===== src/rtl/dbg_mem_reader.sv =====
// Debug memory read-back: holds the CPU in reset, reads word_cnt words over the debug port
// and streams them LSB-first on a valid/ready byte stream. Optional trailing sum byte: DBG_RD_CHECKSUM_EN.
module dbg_mem_reader #(
  parameter int RD_LAT = 1,
  parameter int CNT_W  = 16
) (
  input  logic             clk,
  input  logic             reset,
  input  logic             start,
  input  logic [31:0]      start_adr,
  input  logic [CNT_W-1:0] word_cnt,
  output logic             busy,
  output logic             done,
  output logic             cpu_n_reset,
  output logic             dbg_mem_op,
  output logic [3:0]       dbg_wren,
  output logic [31:0]      dbg_adr,
  input  logic [31:0]      dbg_di,
  output logic [7:0]       tx_data,
  output logic             tx_valid,
  input  logic             tx_ready
);

  typedef enum logic [2:0] {IDLE, REQ, WAIT, CAP, SEND, NEXT, FIN, CSUM} state_t;

`ifdef DBG_RD_CHECKSUM_EN
  localparam state_t END_ST = CSUM;
`else
  localparam state_t END_ST = FIN;
`endif

  state_t           state, state_nxt;
  logic [31:0]      adr;
  logic [CNT_W-1:0] remaining;
  logic [2:0]       wait_cnt;
  logic [31:0]      shift;
  logic [1:0]       byte_idx;
  logic [7:0]       sum;
  logic             hs;
  logic             adr_lo_unused;

  // Address is always word-aligned, so the low start address bits are dropped.
  assign adr_lo_unused = ^start_adr[1:0];
  assign hs            = tx_valid && tx_ready;
  assign dbg_wren      = 4'h0;

  always_ff @(posedge clk) begin
    if (reset) state <= IDLE;
    else       state <= state_nxt;
  end

  always_comb begin
    state_nxt   = state;
    busy        = 1'b0;
    done        = 1'b0;
    dbg_mem_op  = 1'b0;
    tx_valid    = 1'b0;
    tx_data     = 8'h00;
    case (state)
      IDLE: if (start) state_nxt = (word_cnt != '0) ? REQ : END_ST;
      REQ:  begin busy = 1'b1; dbg_mem_op = 1'b1; state_nxt = WAIT; end
      WAIT: begin
        busy = 1'b1; dbg_mem_op = 1'b1;
        if (wait_cnt == 3'd0) state_nxt = CAP;
      end
      CAP:  begin busy = 1'b1; dbg_mem_op = 1'b1; state_nxt = SEND; end
      SEND: begin
        busy = 1'b1; dbg_mem_op = 1'b1;
        tx_valid = 1'b1; tx_data = shift[7:0];
        if (hs && byte_idx == 2'd3) state_nxt = NEXT;
      end
      NEXT: begin
        busy = 1'b1; dbg_mem_op = 1'b1;
        state_nxt = (remaining != CNT_W'(1)) ? REQ : END_ST;
      end
      FIN:  begin done = 1'b1; state_nxt = IDLE; end
      CSUM: begin
        busy = 1'b1; tx_valid = 1'b1; tx_data = sum;
        if (hs) state_nxt = FIN;
      end
      default: state_nxt = IDLE;
    endcase
  end

  assign cpu_n_reset = ~busy;
  assign dbg_adr     = dbg_mem_op ? adr : 32'h0;

  always_ff @(posedge clk) begin
    if (reset) begin
      adr       <= 32'h0;
      remaining <= '0;
      wait_cnt  <= 3'd0;
      shift     <= 32'h0;
      byte_idx  <= 2'd0;
      sum       <= 8'h00;
    end else begin
      case (state)
        IDLE: if (start) begin
          adr       <= {start_adr[31:2], 2'b00};
          remaining <= word_cnt;
          sum       <= 8'h00;
        end
        REQ:  wait_cnt <= 3'(RD_LAT - 1);
        WAIT: if (wait_cnt != 3'd0) wait_cnt <= wait_cnt - 3'd1;
        CAP:  begin shift <= dbg_di; byte_idx <= 2'd0; end
        SEND: if (hs) begin
          shift    <= {8'h00, shift[31:8]};
          byte_idx <= byte_idx + 2'd1;
`ifdef DBG_RD_CHECKSUM_EN
          sum      <= sum + shift[7:0];
`endif
        end
        NEXT: begin
          remaining <= remaining - CNT_W'(1);
          adr       <= adr + 32'd4;
        end
        default: ;
      endcase
    end
  end

endmodule

===== config.mk =====
export PLATFORM = sky130hd
export DESIGN_NAME = dbg_mem_reader
export DESIGN_NICKNAME = d
export VERILOG_FILES = /design/src/rtl/dbg_mem_reader.sv
export SDC_FILE = /design/constraint.sdc
export NUM_CORES = 1
export LEC_CHECK = 0
export CORE_ASPECT_RATIO = 1.5
export CORE_MARGIN = 5
export CORE_UTILIZATION = 45
export CTS_CLUSTER_DIAMETER = 80
export DETAILED_ROUTE_END_ITERATION = 7
export GPL_TIMING_DRIVEN = 0
export HOLD_SLACK_MARGIN = 0.06
export PLACE_DENSITY = 0.77
export RECOVER_POWER = 50
export SLEW_MARGIN = 20
export SYNTH_ARGS = -nofsm -noshare
export SYNTH_HDL_FRONTEND = slang
export SYNTH_SLANG_ARGS = --single-unit
export TNS_END_PERCENT = 20

===== constraint.sdc =====
create_clock -name clk -period 1.81 [get_ports clk]
set_input_delay 0.181 -clock clk [delete_from_list [all_inputs] [get_ports clk]]
set_output_delay 0.181 -clock clk [all_outputs]
set_load 0.005 [all_outputs]

==> metrics <==
Tcrit/Tclk final 113%; Max-Cap Viols 0; maximum buffer depth of the clock tree 2; Final Net Count around 880; crit path cell chain buf_4 -> and3b_2 -> clkbuf_8 -> nand4_1 -> or4_1 -> a31oi_1; Min-Delay Path Class in -> reg; Setup CP Type reg -> reg; clock slew at reported path FFs 0.07 ns; Clock Power Share 17.8%; Post-synth EDFFs 0; clk_lat worst skew approximately 0.35 ns; Die ar. about 14000 um2; area grow syn2layout 49.7%; r2r endpoint remaining[12]$_SDFFE_PP0P_; initial antenna violation count 0; setup TNS -7.39 ns; worst reg2reg path depth 6; Via density around 6.3; power per standard cell area ~1400 nW/um2; Rel. slew slack between 40% and 50%; Critical Path Stages 6; P_int around 6.5 mW; net switching power figure between 4 and 5 mW; commonest non-fill, non-tap cell in the layout clkdlybuf4s50_1; worst-path maximum fanout 10; Worst Tran Pin Value 0.752 ns; ANT nets after route 0; Starting Density a little under half; largest net degree at the start of global routing 16; Final GP Congestion roughly 1; CP bufs+invs 2; Core Util, Final 69.0%; I/O Pins 133; number of buffers added on ports about 120; Post-synth ARST share 0%; Worst EP required roughly 2.1 ns; Hold-fix buffers, CTS 0; Syn. warnings 0; crit path DAT approximately 2.3 ns; Total Routed Length 19.6 mm; H-tree levels 3; Die H between 100 and 150 um; Synth cell types between 70 and 80; final hold vios 0; root buffer cell clkbuf_16; critical path endpoint category register; DR WL/cell between 20 and 25 um; Peak VDD IR between 0.7 and 0.8 mV; PnR worst setup slack -0.239 ns; first-pass GRT wire length approximately 29 mm; status finished, violations left; DRC 0; CTS tree yes; Comb power frac between 50% and 60%; Crit path max-delay family simple AND/OR/NAND/NOR gates; number of CTS-inserted buffers 9; startpoint types register; Final Max Slew Viols 0; worst reg2reg path startpoint state[1]$_SDFFE_PP0P_; Setup-failing EPs final 67; most frequent cells in the layout 80 x clkdlybuf4s50_1, 56 x dfxtp_1, 54 x nor2_1, 42 x nand2_1, 39 x buf_6; Mean Syn Cell Area between 8 and 9 um2; Antenna Cells 0; switching share of power roughly two fifths; Seq/Total Area, Yosys about 34%; Tmin final between 2 and 2.5 ns; DR vias just under 6000; Worst Hold End adr[23]$_SDFFE_PP0P_; DRT iter0 DRCs approximately 600; GRT Resource Usage Total roughly a quarter; #FFs+latches synth 86; total gr overflow 0; Main synth FF type dfxtp_1; unrepaired setup endpoints after global routing true; drt first pass iters 6; R2R Setup Slk -0.24 ns; core area 11100 um2; CP max-delay cell or4_1; Clock Skew ~0.0075 ns; Sequential Power Share approximately 29%; Sink Count 86; DIE WIDTH between 90 and 100 um; vias in the first global route between 5000 and 6000; mapped cell area around 5000 um2; hold_sp reset; failing checks negative setup slack; Syn Inst Count about 620; Highest Clock Rate slightly below 500 MHz; hpwl dp ~13 mm; Lkg Pwr between 2 and 3 nW; layout cells sized above 1 a little under a third; Hold Path Depth 3; # rows between 40 and 50; slowest stage delay, CP around 0.5 ns
power groups by stage:
stage	Sequential [mW]	Combinational (mW)	Clock, mW
global placement	2.93	4.13	0
global route	3.18	6.18	2.04
finish	3.11	5.82	1.94
CTS	2.97	5.15	1.94
floorplan	2.82	2.77	0
detailed placement	2.96	4.23	0
Yosys cell counts (all sizes together), types with 5 or more instances:
| master | count | area [um2] |
|---|---|---|
| a211oi | 28 | 210 |
| a21oi | 22 | 110 |
| a22oi | 17 | 128 |
| a311oi | 8 | 70.1 |
| a31oi | 17 | 106 |
| and2 | 43 | 270 |
| and3 | 5 | 32.5 |
| buf | 22 | 131 |
| clkbuf | 37 | 190 |
| dfxtp | 86 | 1720 |
| ha | 6 | 75.1 |
| inv | 12 | 45.0 |
| mux2i | 30 | 300 |
| nand2 | 43 | 161 |
| nand3 | 14 | 70.1 |
| nand4 | 14 | 100 |
| nor2 | 56 | 210 |
| nor3 | 8 | 40.0 |
| nor4 | 15 | 100 |
| o211ai | 8 | 60.1 |
| o21ai | 20 | 100 |
| o311ai | 7 | 61.3 |
| or2 | 7 | 43.8 |
| or3 | 19 | 120 |
| or4 | 14 | 109 |
timing repair:
action                                  in CTS  in global routing
pin swaps                                   14                 33
resized for setup                          239                135
buffers inserted                            19                 13
endpoints found under the setup margin     126                121
cloned                                       1                  0
worst register-to-register path: cells and delay by family, from the launching register on:
kind,cells,cell delay (ns)
simple gates,3,1.07
flops,1,0.36
buf+inv,2,0.35
compound gates,1,0.19
layout make-up:
class / instances / area (um2)
Inverter: 12 / 45.0
Clock inverter: 6 / 70.1
Sequential cell: 86 / 1800
Buffer: 53 / 473
Clock buffer: 10 / 239
Timing Repair Buffer: 155 / 1470
Multi-Input combinational cell: 471 / 3380
Fill cell: 807 / 3450
Tap cell: 147 / 184
worst max-delay path by stage:
| stage | from | end | slack, ns |
|---|---|---|---|
| 6_report | state[1]$_SDFFE_PP0P_ | remaining[12]$_SDFFE_PP0P_ | -0.24 |
| 5_1_grt | state[1]$_SDFFE_PP0P_ | remaining[12]$_SDFFE_PP0P_ | -0.28 |
| 3_5_place_dp | state[1]$_SDFFE_PP0P_ | dbg_adr[11] | -0.86 |
| 4_1_cts | state[1]$_SDFFE_PP0P_ | dbg_adr[11] | -0.20 |
| 2_1_floorplan | adr[15]$_SDFFE_PP0P_ | adr[31]$_SDFFE_PP0P_ | -0.008 |
| 3_3_place_gp | state[1]$_SDFFE_PP0P_ | dbg_adr[11] | -0.85 |
metrics by stage:
step | worst slack, ns | area, um2 | hold slack (ns) | power [mW] | std cells
6_report | -0.239 | 7660 | 0.273 | 10.9 | 940
5_1_grt | -0.277 | 7660 | 0.291 | 11.4 | 940
4_1_cts | -0.203 | 7310 | 0.239 | 10.1 | 931
3_5_place_dp | -0.860 | 6620 | 0.459 | 7.19 | 898
3_3_place_gp | -0.852 | 6620 | 0.443 | 7.06 | 898
2_1_floorplan | -0.00844 | 5200 | 0.324 | 5.58 | 628
kinds of logic (layout without fill, tap and decap cells):
| logic type | Yosys count | count (layout) | synth area share, % |
|---|---|---|---|
| AOI/OAI and AO/OA | 163 | 163 | 22.7 |
| xor gates and xnor gates | 2 | 2 | 0.342 |
| adders and majority gates | 6 | 6 | 1.47 |
| buffers and inverters | 71 | 236 | 7.16 |
| DFF | 86 | 86 | 33.6 |
| muxes | 32 | 32 | 6.30 |
| other | 1 | 6 | 0.0732 |
| and+or+nand+nor | 262 | 262 | 28.3 |
sequential cells by signal (all words and copies together), names as in the netlist:
| register | cells |
|---|---|
| shift | 32 |
| adr | 30 |
| remaining | 16 |
| state | 3 |
| wait_cnt | 3 |
| byte_idx | 2 |
routing by layer:
layer	vias to the layer above	global-route usage, %	part of all wire (%)
met5	-	0	0
met1	2730	26.1	33
met2	386	47.8	52
li1	2669	-	-
met4	0	16.3	5.6
met3	97	6.23	9.4
Power figures use the tool's default switching activity.
